**src/rtl/regbank_pkg.sv**
```systemverilog
// -----------------------------------------------------------------------------
// regbank_pkg
// Shared definitions for the register-bank writeback scheduler.
//   DATA_W / ADDR_W : register width and register address width
//   REG_ZERO        : address of the hard-wired zero register
//   fifo_entry_t    : one buffered multi-cycle result {addr, data}
// -----------------------------------------------------------------------------
package regbank_pkg;

    localparam int DATA_W = 32;
    localparam int ADDR_W = 4;

    localparam logic [ADDR_W-1:0] REG_ZERO = '0;

    typedef struct packed {
        logic [ADDR_W-1:0] addr;
        logic [DATA_W-1:0] data;
    } fifo_entry_t;

endpackage : regbank_pkg

```
**src/rtl/regbank_sched_fifo.sv**
```systemverilog
// -----------------------------------------------------------------------------
// regbank_sched_fifo
// Small FIFO holding multi-cycle results until the shared write port is free.
// Push is ignored when full and pop is ignored when empty, so the caller may
// drive them from plain request terms.
//
// Ports:
//   clk, reset        : clock, synchronous active-high reset
//   push, push_entry  : write one entry at the tail
//   pop               : drop the head entry
//   head              : current head entry (valid when !empty)
//   full, empty       : occupancy flags
//   count             : number of entries held, 0..DEPTH
// -----------------------------------------------------------------------------
module regbank_sched_fifo
    import regbank_pkg::*;
#(
    parameter int DEPTH = 2,
    localparam int PTR_W = (DEPTH > 1) ? $clog2(DEPTH) : 1,
    localparam int CNT_W = $clog2(DEPTH + 1)
) (
    input  logic              clk,
    input  logic              reset,
    input  logic              push,
    input  fifo_entry_t       push_entry,
    input  logic              pop,
    output fifo_entry_t       head,
    output logic              full,
    output logic              empty,
    output logic [CNT_W-1:0]  count
);

    fifo_entry_t       mem_q [DEPTH];
    logic [PTR_W-1:0]  wr_ptr_q, wr_ptr_d;
    logic [PTR_W-1:0]  rd_ptr_q, rd_ptr_d;
    logic [CNT_W-1:0]  count_q, count_d;
    logic              do_push;
    logic              do_pop;

    assign full  = (count_q == CNT_W'(DEPTH));
    assign empty = (count_q == '0);
    assign count = count_q;
    assign head  = mem_q[rd_ptr_q];

    assign do_push = push && !full;
    assign do_pop  = pop && !empty;

    // NOTE: every variable gets its default at the top of an always_comb so no
    // path leaves it unassigned; that is what keeps latches from being inferred.
    always_comb begin
        wr_ptr_d = wr_ptr_q;
        rd_ptr_d = rd_ptr_q;
        count_d  = count_q;
        // DEPTH is a power of two, so pointers wrap by plain overflow.
        if (do_push) wr_ptr_d = wr_ptr_q + PTR_W'(1);
        if (do_pop)  rd_ptr_d = rd_ptr_q + PTR_W'(1);
        case ({do_push, do_pop})
            2'b10:   count_d = count_q + CNT_W'(1);
            2'b01:   count_d = count_q - CNT_W'(1);
            default: count_d = count_q;
        endcase
        if (reset) begin
            wr_ptr_d = '0;
            rd_ptr_d = '0;
            count_d  = '0;
        end
    end

    // NOTE: state registers use non-blocking assignments so every flop samples
    // the pre-edge value of every other flop, independent of process order.
    always_ff @(posedge clk) begin
        wr_ptr_q <= wr_ptr_d;
        rd_ptr_q <= rd_ptr_d;
        count_q  <= count_d;
    end

    // NOTE: the storage array is deliberately not reset; count_q gates every
    // read, so stale contents are never observed and the array stays plain RAM.
    always_ff @(posedge clk) begin
        if (do_push && !reset) mem_q[wr_ptr_q] <= push_entry;
    end

endmodule : regbank_sched_fifo

```
**src/rtl/regbank_wb_scheduler.sv**
```systemverilog
// -----------------------------------------------------------------------------
// regbank_wb_scheduler
// Access controller for the 16 x 32-bit CPU register bank (reg0 reads zero).
//   - Scoreboard of destination registers owned by in-flight multi-cycle ops.
//   - Stalls decode on RAW/WAW hazards against those registers.
//   - Shares the single bank write port: pipeline writeback has fixed priority,
//     multi-cycle completions wait in a small FIFO.
//
// Ports:
//   clk, reset                   : clock, synchronous active-high reset
//   id_*                         : decode slot (sources, destination, kind)
//   flush                        : pipeline flush; forwarded as rb_clear
//   wb_we/wb_addr/wb_data        : pipeline writeback, never stalled
//   mc_valid/mc_addr/mc_data     : multi-cycle result, handshake with mc_ready
//   stall_issue                  : decode must hold (also drives rb_hold)
//   rb_we/rb_addr_d/rb_data_d    : register bank write port
//   rb_hold/rb_clear             : register bank hold/clear
//
// Optional feature, enabled by defining REGBANK_SCHED_PERF_EN:
//   perf_stall_cycles   : saturating count of cycles with stall_issue=1
//   perf_port_conflicts : saturating count of cycles with wb_we=1 while the
//                         FIFO holds a result
// -----------------------------------------------------------------------------
module regbank_wb_scheduler
    import regbank_pkg::*;
#(
    parameter int DATA_W     = regbank_pkg::DATA_W,
    parameter int ADDR_W     = regbank_pkg::ADDR_W,
    parameter int FIFO_DEPTH = 2
`ifdef REGBANK_SCHED_PERF_EN
    ,
    parameter int PERF_W     = 32
`endif
) (
    input  logic              clk,
    input  logic              reset,
    input  logic              id_valid,
    input  logic [ADDR_W-1:0] id_addr_a,
    input  logic [ADDR_W-1:0] id_addr_b,
    input  logic [ADDR_W-1:0] id_dst,
    input  logic              id_dst_we,
    input  logic              id_multicycle,
    input  logic              flush,
    input  logic              wb_we,
    input  logic [ADDR_W-1:0] wb_addr,
    input  logic [DATA_W-1:0] wb_data,
    input  logic              mc_valid,
    input  logic [ADDR_W-1:0] mc_addr,
    input  logic [DATA_W-1:0] mc_data,
    output logic              mc_ready,
    output logic              stall_issue,
    output logic              rb_we,
    output logic [ADDR_W-1:0] rb_addr_d,
    output logic [DATA_W-1:0] rb_data_d,
    output logic              rb_hold,
    output logic              rb_clear
`ifdef REGBANK_SCHED_PERF_EN
    ,
    output logic [PERF_W-1:0] perf_stall_cycles,
    output logic [PERF_W-1:0] perf_port_conflicts
`endif
);

    localparam int NUM_REGS = 1 << ADDR_W;
    localparam int CNT_W    = $clog2(FIFO_DEPTH + 1);

    logic [NUM_REGS-1:0] pending_q, pending_d;

    fifo_entry_t         fifo_push_entry;
    fifo_entry_t         fifo_head;
    logic                fifo_push;
    logic                fifo_pop;
    logic                fifo_full;
    logic                fifo_empty;
    logic [CNT_W-1:0]    fifo_count;

    logic                hazard;
    logic                sb_set;

    // ------------------------------------------------------------------
    // Hazard detection: purely from registered scoreboard state, so a bit
    // cleared by this cycle's pop still stalls this cycle.
    // ------------------------------------------------------------------
    assign hazard = id_valid &&
                    (pending_q[id_addr_a] || pending_q[id_addr_b] ||
                     (id_dst_we && pending_q[id_dst]));

    assign stall_issue = !reset && hazard;
    assign rb_hold     = stall_issue;
    assign rb_clear    = !reset && flush;

    assign sb_set = !reset && id_valid && !hazard && !flush &&
                    id_dst_we && id_multicycle && (id_dst != REG_ZERO);

    // ------------------------------------------------------------------
    // Multi-cycle result intake. mc_ready ignores a same-cycle pop, so a
    // full FIFO refuses the push even while it drains. Results for reg0
    // are acknowledged and dropped.
    // ------------------------------------------------------------------
    assign mc_ready        = !reset && !fifo_full;
    assign fifo_push       = mc_valid && mc_ready && (mc_addr != REG_ZERO);
    assign fifo_push_entry = '{addr: mc_addr, data: mc_data};

    regbank_sched_fifo #(
        .DEPTH (FIFO_DEPTH)
    ) u_fifo (
        .clk        (clk),
        .reset      (reset),
        .push       (fifo_push),
        .push_entry (fifo_push_entry),
        .pop        (fifo_pop),
        .head       (fifo_head),
        .full       (fifo_full),
        .empty      (fifo_empty),
        .count      (fifo_count)
    );

    // ------------------------------------------------------------------
    // Write-port arbitration: pipeline writeback first, then FIFO head.
    // The bank's own write-to-read bypass handles forwarding, so this is
    // a plain combinational mux.
    // ------------------------------------------------------------------
    always_comb begin
        rb_we     = 1'b0;
        rb_addr_d = '0;
        rb_data_d = '0;
        fifo_pop  = 1'b0;
        if (!reset) begin
            if (wb_we) begin
                rb_we     = 1'b1;
                rb_addr_d = wb_addr;
                rb_data_d = wb_data;
            end else if (!fifo_empty) begin
                rb_we     = 1'b1;
                rb_addr_d = fifo_head.addr;
                rb_data_d = fifo_head.data;
                fifo_pop  = 1'b1;
            end
        end
    end

    // ------------------------------------------------------------------
    // Scoreboard. A set can never target the register being released in
    // the same cycle (that register is still pending, so the issue would
    // stall), so the order of clear and set below is immaterial.
    // ------------------------------------------------------------------
    always_comb begin
        pending_d = pending_q;
        if (fifo_pop) pending_d[fifo_head.addr] = 1'b0;
        if (sb_set)   pending_d[id_dst]         = 1'b1;
        pending_d[REG_ZERO] = 1'b0;
        if (reset) pending_d = '0;
    end

    always_ff @(posedge clk) begin
        pending_q <= pending_d;
    end

`ifdef REGBANK_SCHED_PERF_EN
    logic [PERF_W-1:0] perf_stall_cycles_q,   perf_stall_cycles_d;
    logic [PERF_W-1:0] perf_port_conflicts_q, perf_port_conflicts_d;

    always_comb begin
        perf_stall_cycles_d   = perf_stall_cycles_q;
        perf_port_conflicts_d = perf_port_conflicts_q;
        if (stall_issue && !(&perf_stall_cycles_q))
            perf_stall_cycles_d = perf_stall_cycles_q + PERF_W'(1);
        if (!reset && wb_we && !fifo_empty && !(&perf_port_conflicts_q))
            perf_port_conflicts_d = perf_port_conflicts_q + PERF_W'(1);
        if (reset) begin
            perf_stall_cycles_d   = '0;
            perf_port_conflicts_d = '0;
        end
    end

    always_ff @(posedge clk) begin
        perf_stall_cycles_q   <= perf_stall_cycles_d;
        perf_port_conflicts_q <= perf_port_conflicts_d;
    end

    assign perf_stall_cycles   = perf_stall_cycles_q;
    assign perf_port_conflicts = perf_port_conflicts_q;
`endif

`ifndef SYNTHESIS
    // The WAW stall keeps the pipeline from writing a register that a
    // multi-cycle op still owns; a write here means decode was bypassed.
    a_no_wb_to_pending : assert property (@(posedge clk) disable iff (reset)
        !(wb_we && pending_q[wb_addr]));

    a_fifo_count_bound : assert property (@(posedge clk) disable iff (reset)
        fifo_count <= CNT_W'(FIFO_DEPTH));
`endif

endmodule : regbank_wb_scheduler

```
**config.mk**
```make
export PLATFORM = sky130hd
export DESIGN_NAME = regbank_wb_scheduler
export DESIGN_NICKNAME = d
export VERILOG_FILES = /design/src/rtl/regbank_pkg.sv /design/src/rtl/regbank_sched_fifo.sv /design/src/rtl/regbank_wb_scheduler.sv
export SDC_FILE = /design/constraint.sdc
export NUM_CORES = 1
export LEC_CHECK = 0
export BUFFER_PORTS_ARGS = -buffer_cell sky130_fd_sc_hd__buf_2
export CAP_MARGIN = 20
export CELL_PAD_IN_SITES_DETAIL_PLACEMENT = 0
export CELL_PAD_IN_SITES_GLOBAL_PLACEMENT = 1
export CORE_MARGIN = 10
export CORE_UTILIZATION = 37
export CTS_CLUSTER_SIZE = 10
export DETAILED_ROUTE_END_ITERATION = 10
export PLACE_DENSITY_LB_ADDON = 0.1
export SETUP_SLACK_MARGIN = 0.15
export SLEW_MARGIN = 40
export SYNTH_ARGS = -nofsm -noshare
export SYNTH_HDL_FRONTEND = slang
export SYNTH_SLANG_ARGS = --single-unit
```
**constraint.sdc**
```tcl
create_clock -name clk -period 3.2 [get_ports clk]
set_input_delay 0.64 -clock clk [delete_from_list [all_inputs] [get_ports clk]]
set_output_delay 0.64 -clock clk [all_outputs]
set_load 0.01 [all_outputs]
```
Word-level counts from Yosys, hierarchy flattened
Memory sizes are Yosys's and may differ from the RTL's. A register that Yosys moved wholly into a read port is not among the register bits.
Index checks and enable logic that the tools add are counted.
{"block": "op_classes", "bitwise_logic": 3, "n_eq_ne": 3, "n_addsub": 4, "n_reduce_logical": 29, "n_lt_le_gt_ge": 6, "muxes": 28}
{"op": "$mux 32", "count": 3}
{"op": "$mux 16", "count": 2}
{"op": "$lt 4x5->1 const B", "count": 4}
{"op": "$logic_and 1x1->1", "count": 18}
{"op": "$and 16x16->16", "count": 1}
{"op": "$not 16->16", "count": 1}
{"op": "$or 16x16->16", "count": 1}
{"op": "$mux 1", "count": 14}
{"op": "$bmux 1 s4", "count": 3}
{"op": "$mux 4", "count": 3}
{"op": "$demux 1 s4", "count": 2}
{"op": "$ge 4x1->1 const B", "count": 2}
{"op": "$reduce_bool 4->1", "count": 2}
{"op": "$logic_not 1->1", "count": 5}
{"op": "$eq 2x2->1 const B", "count": 2}
{"op": "$pmux 2 s2", "count": 1}
{"op": "$add 1x1->1 const B", "count": 2}
{"op": "$add 2x1->2 const B", "count": 1}
{"op": "$eq 2x1->1 const B", "count": 1}
{"op": "$logic_not 2->1", "count": 1}
{"op": "$logic_or 1x1->1", "count": 2}
{"op": "$reduce_bool 2->1", "count": 1}
{"op": "$sub 2x1->2 const B", "count": 1}
{"block": "word_totals", "out_inout_bits": 41, "n_memories": 1, "register_bits": 20, "inputBits": 92, "ramBits": 72, "elab_cells": 79}
{"name": "u_fifo.mem_q", "depth": 2, "word_bits": 36, "read_ports": 1, "rd_clocked_by_memory_dff": 1, "wr": 1, "line": "regbank_sched_fifo.sv:33", "source": "fifo_entry_t mem_q [DEPTH];"}

Longest topological paths before layout
Gate-level depths: netlist of the first run.
{"block": "depth", "ltp_word": 12, "ltp_mapped": 9, "ltp_nobuf": 7}

Modules after synthesis
From an unflattened synthesis of the first run, not the netlist that was laid out.
{"block": "hier_totals", "hier_cells": 336, "hier_area_um2": 4514.3}
{"module": "regbank_sched_fifo", "area_per_inst_um2": 2810.2, "n_inst": 1, "cells_each": 137}
{"module": "regbank_wb_scheduler", "area_per_inst_um2": 1704.1, "n_inst": 1, "cells_each": 199}

Worst setup path after synthesis of the first run
Ideal clock, no wire load.
{"block": "synth_timing", "kind": "input to register", "start": "input port reset", "end": "memory u_fifo.mem_q[0][0] in the netlist's numbering (enable)", "cell_stages": 4, "setup_ns": 0.429, "required_time_ns": 2.771, "arrival_time_ns": 2.849, "slack_ns": -0.078, "cell_sequence": "clkbuf_1 > a21oi_1 > nand3_1 > nor2_1"}
{"block": "synth_between", "elab_chain_len": 8}
{"element": "start: declaration", "line": "regbank_wb_scheduler.sv:36", "source": "input logic reset,"}
{"element": "$logic_not 1->1", "line": "regbank_wb_scheduler.sv:100", "source": "assign mc_ready = !reset && !fifo_full;"}
{"element": "$logic_and 1x1->1", "line": "regbank_wb_scheduler.sv:100"}
{"element": "via mc_ready", "line": "regbank_wb_scheduler.sv:50", "source": "output logic mc_ready,"}
{"element": "$logic_and 1x1->1 (2 in a row)", "line": "regbank_wb_scheduler.sv:101", "source": "assign fifo_push = mc_valid && mc_ready && (mc_addr != REG_ZERO);"}
{"element": "$logic_and 1x1->1", "line": "regbank_sched_fifo.sv:45", "source": "assign do_push = push && !full;"}
{"element": "$logic_and 1x1->1", "line": "regbank_sched_fifo.sv:80", "source": "if (do_push && !reset) mem_q[wr_ptr_q] <= push_entry;"}
{"element": "$mux 1", "line": "regbank_sched_fifo.sv:80"}
{"element": "$mux 1 (not written as such)", "line": "regbank_sched_fifo.sv:80"}
{"element": "end: declaration", "line": "regbank_sched_fifo.sv:33"}
The timed path passes the listed nets, and every way through them passes these cells.

Final worst setup path of the first run
{"block": "layout_timing", "start": "input port id_addr_b[1]", "end": "output port stall_issue"}
{"block": "layout_between", "elab_chain_len": 6}
{"element": "start: declaration", "line": "regbank_wb_scheduler.sv:39", "source": "input logic [ADDR_W-1:0] id_addr_b,"}
{"element": "$bmux 1 s4", "line": "regbank_wb_scheduler.sv:85", "source": "(pending_q[id_addr_a] || pending_q[id_addr_b] ||"}
{"element": "$mux 1 (not written as such)", "line": "regbank_wb_scheduler.sv:85"}
{"element": "$logic_or 1x1->1 (2 in a row)", "line": "regbank_wb_scheduler.sv:85"}
{"element": "$logic_and 1x1->1", "line": "regbank_wb_scheduler.sv:84", "source": "assign hazard = id_valid &&"}
{"element": "$logic_and 1x1->1", "line": "regbank_wb_scheduler.sv:88", "source": "assign stall_issue = !reset && hazard;"}
{"element": "end: declaration", "line": "regbank_wb_scheduler.sv:51", "source": "output logic stall_issue,"}
No other way between the ends. The select of a mux whose other input is x is not followed.

==> flow_metrics.tcl, run 1 <==
set metrics [dict create \
    final_layout_size_suffix_gt1_frac 0.3507 \
    syn_to_final_growth_pct 24.12 \
    yosys-top-cells-area "edfxtp_1, dfxtp_1, mux2i_1, nand2_1, o21ai_1" \
    routabilityCongestion 0.7844 \
    firstDrtPassIters 4 \
    fillCellCount 1154 \
    syn_inst 386 \
    wl_per_cell_um 17.14 \
    worstMarginPinSlew_ns 0.8109 \
    hold_ws_ns 0.4900 \
    synth-seq-cells 92 \
    setup_viol 0 \
    synth_top_area_cell "edfxtp_1" \
    cp_cell_sequence "buf_2 > mux2_2 > a221oi_2 > a211o_1 > nand4_4 > o31a_1 > buf_2" \
    slowest_delay_ns 0.36 \
    cp.arrival_ns 2.13 \
    numPortBuffers 132 \
    antenna_found_initial 0 \
    cts_root_buffer "clkbuf_16" \
    timing.final.ws_setup_ns 0.4255 \
    drc 0 \
    post-place-ws_ns 0.4236 \
    yosys.area.top_type_share 0.4720 \
    slowest_stage "mux2_2" \
    design.die.area_um2 17230 \
    synth_edf_count 72 \
    rrSetupSlack_ns 0.77 \
    post_cts_resized 0 \
    crit_family "compound AO/OA/AOI/OAI gates" \
    die_height_um 131.3 \
    status "completed" \
    tns_ns 0 \
    reg2reg_depth 7 \
    critPathMaxFanout 5 \
    power.leakage_nw 2.112 \
    core_area_um2 12060 \
    syn_area_um2 4581 \
    min_path_type "in -> reg" \
    gr-usage-all-layers 0.1325 \
    cts-hold-fix-buffers 0 \
    cap_violations 0 \
    final-seq-area_um2 2564 \
    clk_pin_slew_ns 0.06 \
    slew_headroom 0.4594 \
    nNetsFinal 607 \
    grt_pass1_wl_um 18600 \
    cp_data_required_time_ns 2.56 \
    crit_end "stall_issue" \
    grt_pass1_vias 3624 \
    grt_max_degree 37 \
    vias_per_cell 5.045 \
    r2r_end "u_fifo.count[1]" \
    period_share 0.8670 \
    layout_min_cycle_time_ns 2.775 \
    path_common_cell "buf_2" \
    cts_made_buffers 9 \
    fmax_mhz 360.4 \
    synth.avg_cell_area_um2 11.87 \
    diodes 0 \
    end_kind "output pin" \
    ioPinCount 133 \
    start_util 0.3798 \
    ant_nets 0 \
    fin_worst_skew_ns 0.004357 \
    drt_wl_total_um 11770 \
    cts_tree "built" \
    cts_sinks 92 \
    yosysUniqueCellTypes 52 \
    rr_startpoint "u_fifo.count[0]" \
    die_w_um 131.3 \
    cts_setup_buffers 0 \
    drtIter0Drc 190 \
    hold_viol 0 \
    worstSetupPathType "in -> out" \
    synth_ff_type "edfxtp_1" \
    async_reset_ff_frac 0 \
    overflow 0 \
    power.density_nw_per_um2 479.1 \
    clock_path_buffers 2 \
    slew_violations 0 \
    ir_drop_uv 204.7 \
    hpwl_um 8817 \
    ys_seq_area_frac 0.5594 \
    syn_nets 479 \
    critPathLaunch "id_addr_b[1]" \
    rsz0062_at_grt "no" \
    ys.warnings.count 0 \
    clock_latency_ns 0.33 \
    multiInputGateArea_um2 1864 \
    cp-start-kind "input port" \
    path_buf_inv 2 \
    via_count 3466 \
    htreeDepth 3 \
    rows 40 \
    path_depth 7 \
]
==> cell families after synthesis <==
kind of cell / Yosys count / synth area share
adder cells (fa/ha/maj): 1 / 0.002731
XOR/XNOR: 4 / 0.007650
multiplexers: 47 / 0.1232
AND/OR/NAND/NOR: 129 / 0.1494
flip-flops: 92 / 0.5594
buffers and inverters: 36 / 0.03742
AO/OA/AOI/OAI: 77 / 0.1202
==> area by class of cell <==
type,instances,area share
multi-input combinational,258,0.3279
sequential,92,0.4509
clock buffer,11,0.04093
timing repair buffer,142,0.1294
inverter,11,0.007262
clock inverter,5,0.006602
tap,168,0.03697
==> worst min path at each step <==
stage                         start                 end  depth (start not counted)  slack [ns]
detailed placement  u_fifo.rd_ptr_q     u_fifo.rd_ptr_q                          2        0.49
CTS                      mc_data[6]  u_fifo.mem_q[1][6]                          1        0.48
global route             mc_data[7]  u_fifo.mem_q[1][7]                          1        0.48
finish                   mc_data[4]  u_fifo.mem_q[0][4]                          1        0.49
global placement    u_fifo.rd_ptr_q           flip-flop                          2        0.49
floorplan           u_fifo.rd_ptr_q           flip-flop                          2        0.47
==> cells in the mapped netlist, types with 2 or more instances <==
cell type / number
clkbuf_1: 11
a21oi_1: 4
nand4b_1: 2
o31ai_1: 5
nand4_1: 14
nand3_1: 4
xnor2_1: 2
o21ai_1: 36
or3b_1: 2
buf_1: 2
buf_2: 8
o32ai_1: 2
nor2_1: 16
a211o_1: 4
inv_1: 10
a211oi_1: 3
mux4_2: 6
xor2_1: 2
o31ai_2: 11
nand2b_1: 4
nand2_1: 53
nor2b_1: 8
o211ai_1: 2
mux2i_1: 38
o22ai_1: 2
nand3b_1: 15
and2_1: 2
buf_6: 3
edfxtp_1: 72
nor3_1: 2
dfxtp_1: 20
==> power by group <==
group	internal, W	switching (W)	leakage, nW	total [W]
Clock	0.000529	0.000430	0.126	0.000959
Combinational	0.000169	0.000216	1.16	0.000385
Sequential	0.00134	0.0000395	0.822	0.00138
==> sequential cells by signal, indices dropped and copies added (netlist names), named ones only <==
| register | cells |
|---|---|
| u_fifo.rd_ptr_q | 1 |
| u_fifo.count | 2 |
| u_fifo.mem_q | 72 |
| u_fifo.wr_ptr_q | 1 |
| pending_q | 15 |
==> worst register-to-register path: cells and delay by family, from the launching register on <==
kind                       cells  cell delay [ns]
and+or+nand+nor                2             0.66
AOI/OAI and AO/OA              2             0.52
buffers and inverters          2             0.49
DFF                            1             0.36
adders and majority gates      1             0.34
==> through the flow <==
step                cell area [um^2]  cells    util  total power [W]
detailed placement              5415    671  0.4490         0.001799
CTS                             5685    687  0.4714         0.002765
global route                    5685    687  0.4714         0.002859
floorplan                       4581    386       -         0.001632
finish                          5685    687  0.4714         0.002724
global placement                5415    671  0.4490         0.001792
==> cell usage in the layout (no fill, tap or decap), types with 2 or more instances in the layout <==
master      count
clkbuf_16       9
nand4_1        14
nor3_1          2
nand3b_1       15
nand2_1        53
a211oi_1        3
o31ai_2        11
buf_4          10
o32ai_1         2
mux2i_1        38
or3b_1          2
nand3_1         4
nor2_4          2
a211o_1         4
xor2_1          2
o31ai_1         5
clkinvlp_4      2
nor2_1         14
edfxtp_1       72
clkbuf_1        2
xnor2_1         2
a21oi_1         4
o21ai_1        36
mux4_2          6
nand4b_1        2
inv_1          10
o211ai_1        2
o22ai_1         2
nand2b_1        4
nor2b_1         7
dfxtp_1        19
buf_2         132
and2_1          2
==> metal layers <==
| layer | vias to the layer above | wire (um) | part of all wire | GRT usage |
|---|---|---|---|---|
| met2 | 108 | 5536 | 0.47 | 0.2159 |
| met1 | 1634 | 5509 | 0.47 | 0.1690 |
| met4 | 0 | 107 | 0.0091 | 0.04203 |
| met5 | - | 0 | 0 | 0 |
| li1 | 1715 | - | - | - |
| met3 | 9 | 620 | 0.053 | 0.03239 |
Power figures use the tool's default switching activity.
==> inputs of run 2 (changes only) <==
Settings changed: CORE_UTILIZATION 37 to 42.
Clock period 3.2 ns to 3.5 ns, I/O delays scaled along.
==> flow_metrics.tcl, run 2 (synthesized netlist as in run 1, its figures left out) <==
set metrics [dict create \
    cp.arrival_ns 2.19 \
    nNetsFinal 605 \
    clock_path_buffers 2 \
    rsz0062_at_grt "no" \
    cts_tree "built" \
    worstMarginPinSlew_ns 0.5541 \
    final_cell_mix "buf_2, edfxtp_1, nand2_1" \
    layout_min_cycle_time_ns 2.890 \
    die_height_um 124.4 \
    fin_worst_skew_ns 0.009924 \
    slew_headroom 0.6284 \
    hold_viol 0 \
    rrSetupSlack_ns 1.30 \
    post-place-ws_ns 0.6093 \
    hold_ws_ns 0.5122 \
    final_cell_area_um2 5552 \
    power.density_nw_per_um2 410.0 \
    worstSetupPathType "in -> out" \
    cts_made_buffers 9 \
    gr-usage-all-layers 0.1454 \
    fin_util 0.5167 \
    place_area_um2 5368 \
    grt_max_degree 39 \
    period_share 0.8258 \
    ir_drop_uv 223.9 \
    via_count 3465 \
    cp_data_required_time_ns 2.80 \
    ioPinCount 133 \
    cts_root_buffer "clkbuf_8" \
    power.leakage_nw 2.067 \
    clock_latency_ns 0.36 \
    cts_setup_buffers 0 \
    drtIter0Drc 212 \
    critPathMaxFanout 5 \
    drc 0 \
    setup_viol 0 \
    tns_ns 0 \
    grt_pass1_wl_um 18630 \
    end_kind "output pin" \
    overflow 0 \
    antenna_found_initial 0 \
    hpwl_um 8498 \
    grt_pass1_vias 3490 \
    largest_reg_flops 72 \
    largest-register "u_fifo.mem_q" \
    core_area_um2 10750 \
    status "completed" \
    routabilityCongestion 0.8426 \
    clk_pin_slew_ns 0.09 \
    rows 38 \
    wl_per_cell_um 17.51 \
    cp-start-kind "input port" \
    post_cts_resized 0 \
    vias_per_cell 5.274 \
    fmax_mhz 346.0 \
    numPortBuffers 132 \
    min_path_type "reg -> reg" \
    syn_to_final_growth_pct 21.20 \
    layout.cells.most_common "buf_2" \
    timing.final.ws_setup_ns 0.6098 \
    cts_sinks 92 \
    drt_wl_total_um 11500 \
    firstDrtPassIters 4 \
    die_w_um 124.4 \
    start_util 0.4263 \
    cts-hold-fix-buffers 0 \
    design.die.area_um2 15480 \
    ant_nets 0 \
    diodes 0 \
    slew_violations 0 \
    final_layout_size_suffix_gt1_frac 0.3501 \
    htreeDepth 3 \
    cap_violations 0 \
]
[run 2: metrics by stage]
step / instances / power (W)
after detailed placement: 641 / 0.001638
after CTS: 657 / 0.002306
final: 657 / 0.002276
after global routing: 657 / 0.002389
after global placement: 641 / 0.001633
after floorplan: 386 / 0.001492
[run 2: path summary, 6_finish.rpt]
kind | startpoint | cells past startpoint | endpoint
max | id_addr_b[1] | 7 | stall_issue
min | u_fifo.rd_ptr_q | 2 | flip-flop
max reg2reg | u_fifo.count[0] | 7 | u_fifo.count[1]
min reg2reg | u_fifo.rd_ptr_q | 2 | flip-flop
[run 2: critical path, stage by stage]
cell	delay, ns
buf_2	0.14
mux2_2	0.35
a221oi_2	0.26
a211o_1	0.18
nand4_4	0.11
o31a_1	0.31
buf_2	0.14
[run 2: report_power, final]
part	internal, W	total [W]	switching [W]
Combinational	0.000151	0.000344	0.000193
Sequential	0.00122	0.00126	0.0000388
Clock	0.000275	0.000670	0.000395
[run 2: layout make-up]
cell class / instances / area, um^2
Timing Repair Buffer: 140 / 720.7
Multi-Input combinational cell: 258 / 1864
Clock buffer: 10 / 127.6
Inverter: 11 / 41.29
Sequential cell: 92 / 2566
Clock inverter: 6 / 56.30
Tap cell: 140 / 175.2
Fill cell: 1000 / 5194
[run 2: per-layer routing]
metal	GRT usage	part of all wire	up-vias
li1	-	-	1713
met4	0.04112	0.0090	0
met2	0.2233	0.46	116
met3	0.03532	0.061	7
met1	0.1987	0.47	1629
met5	0	0	-
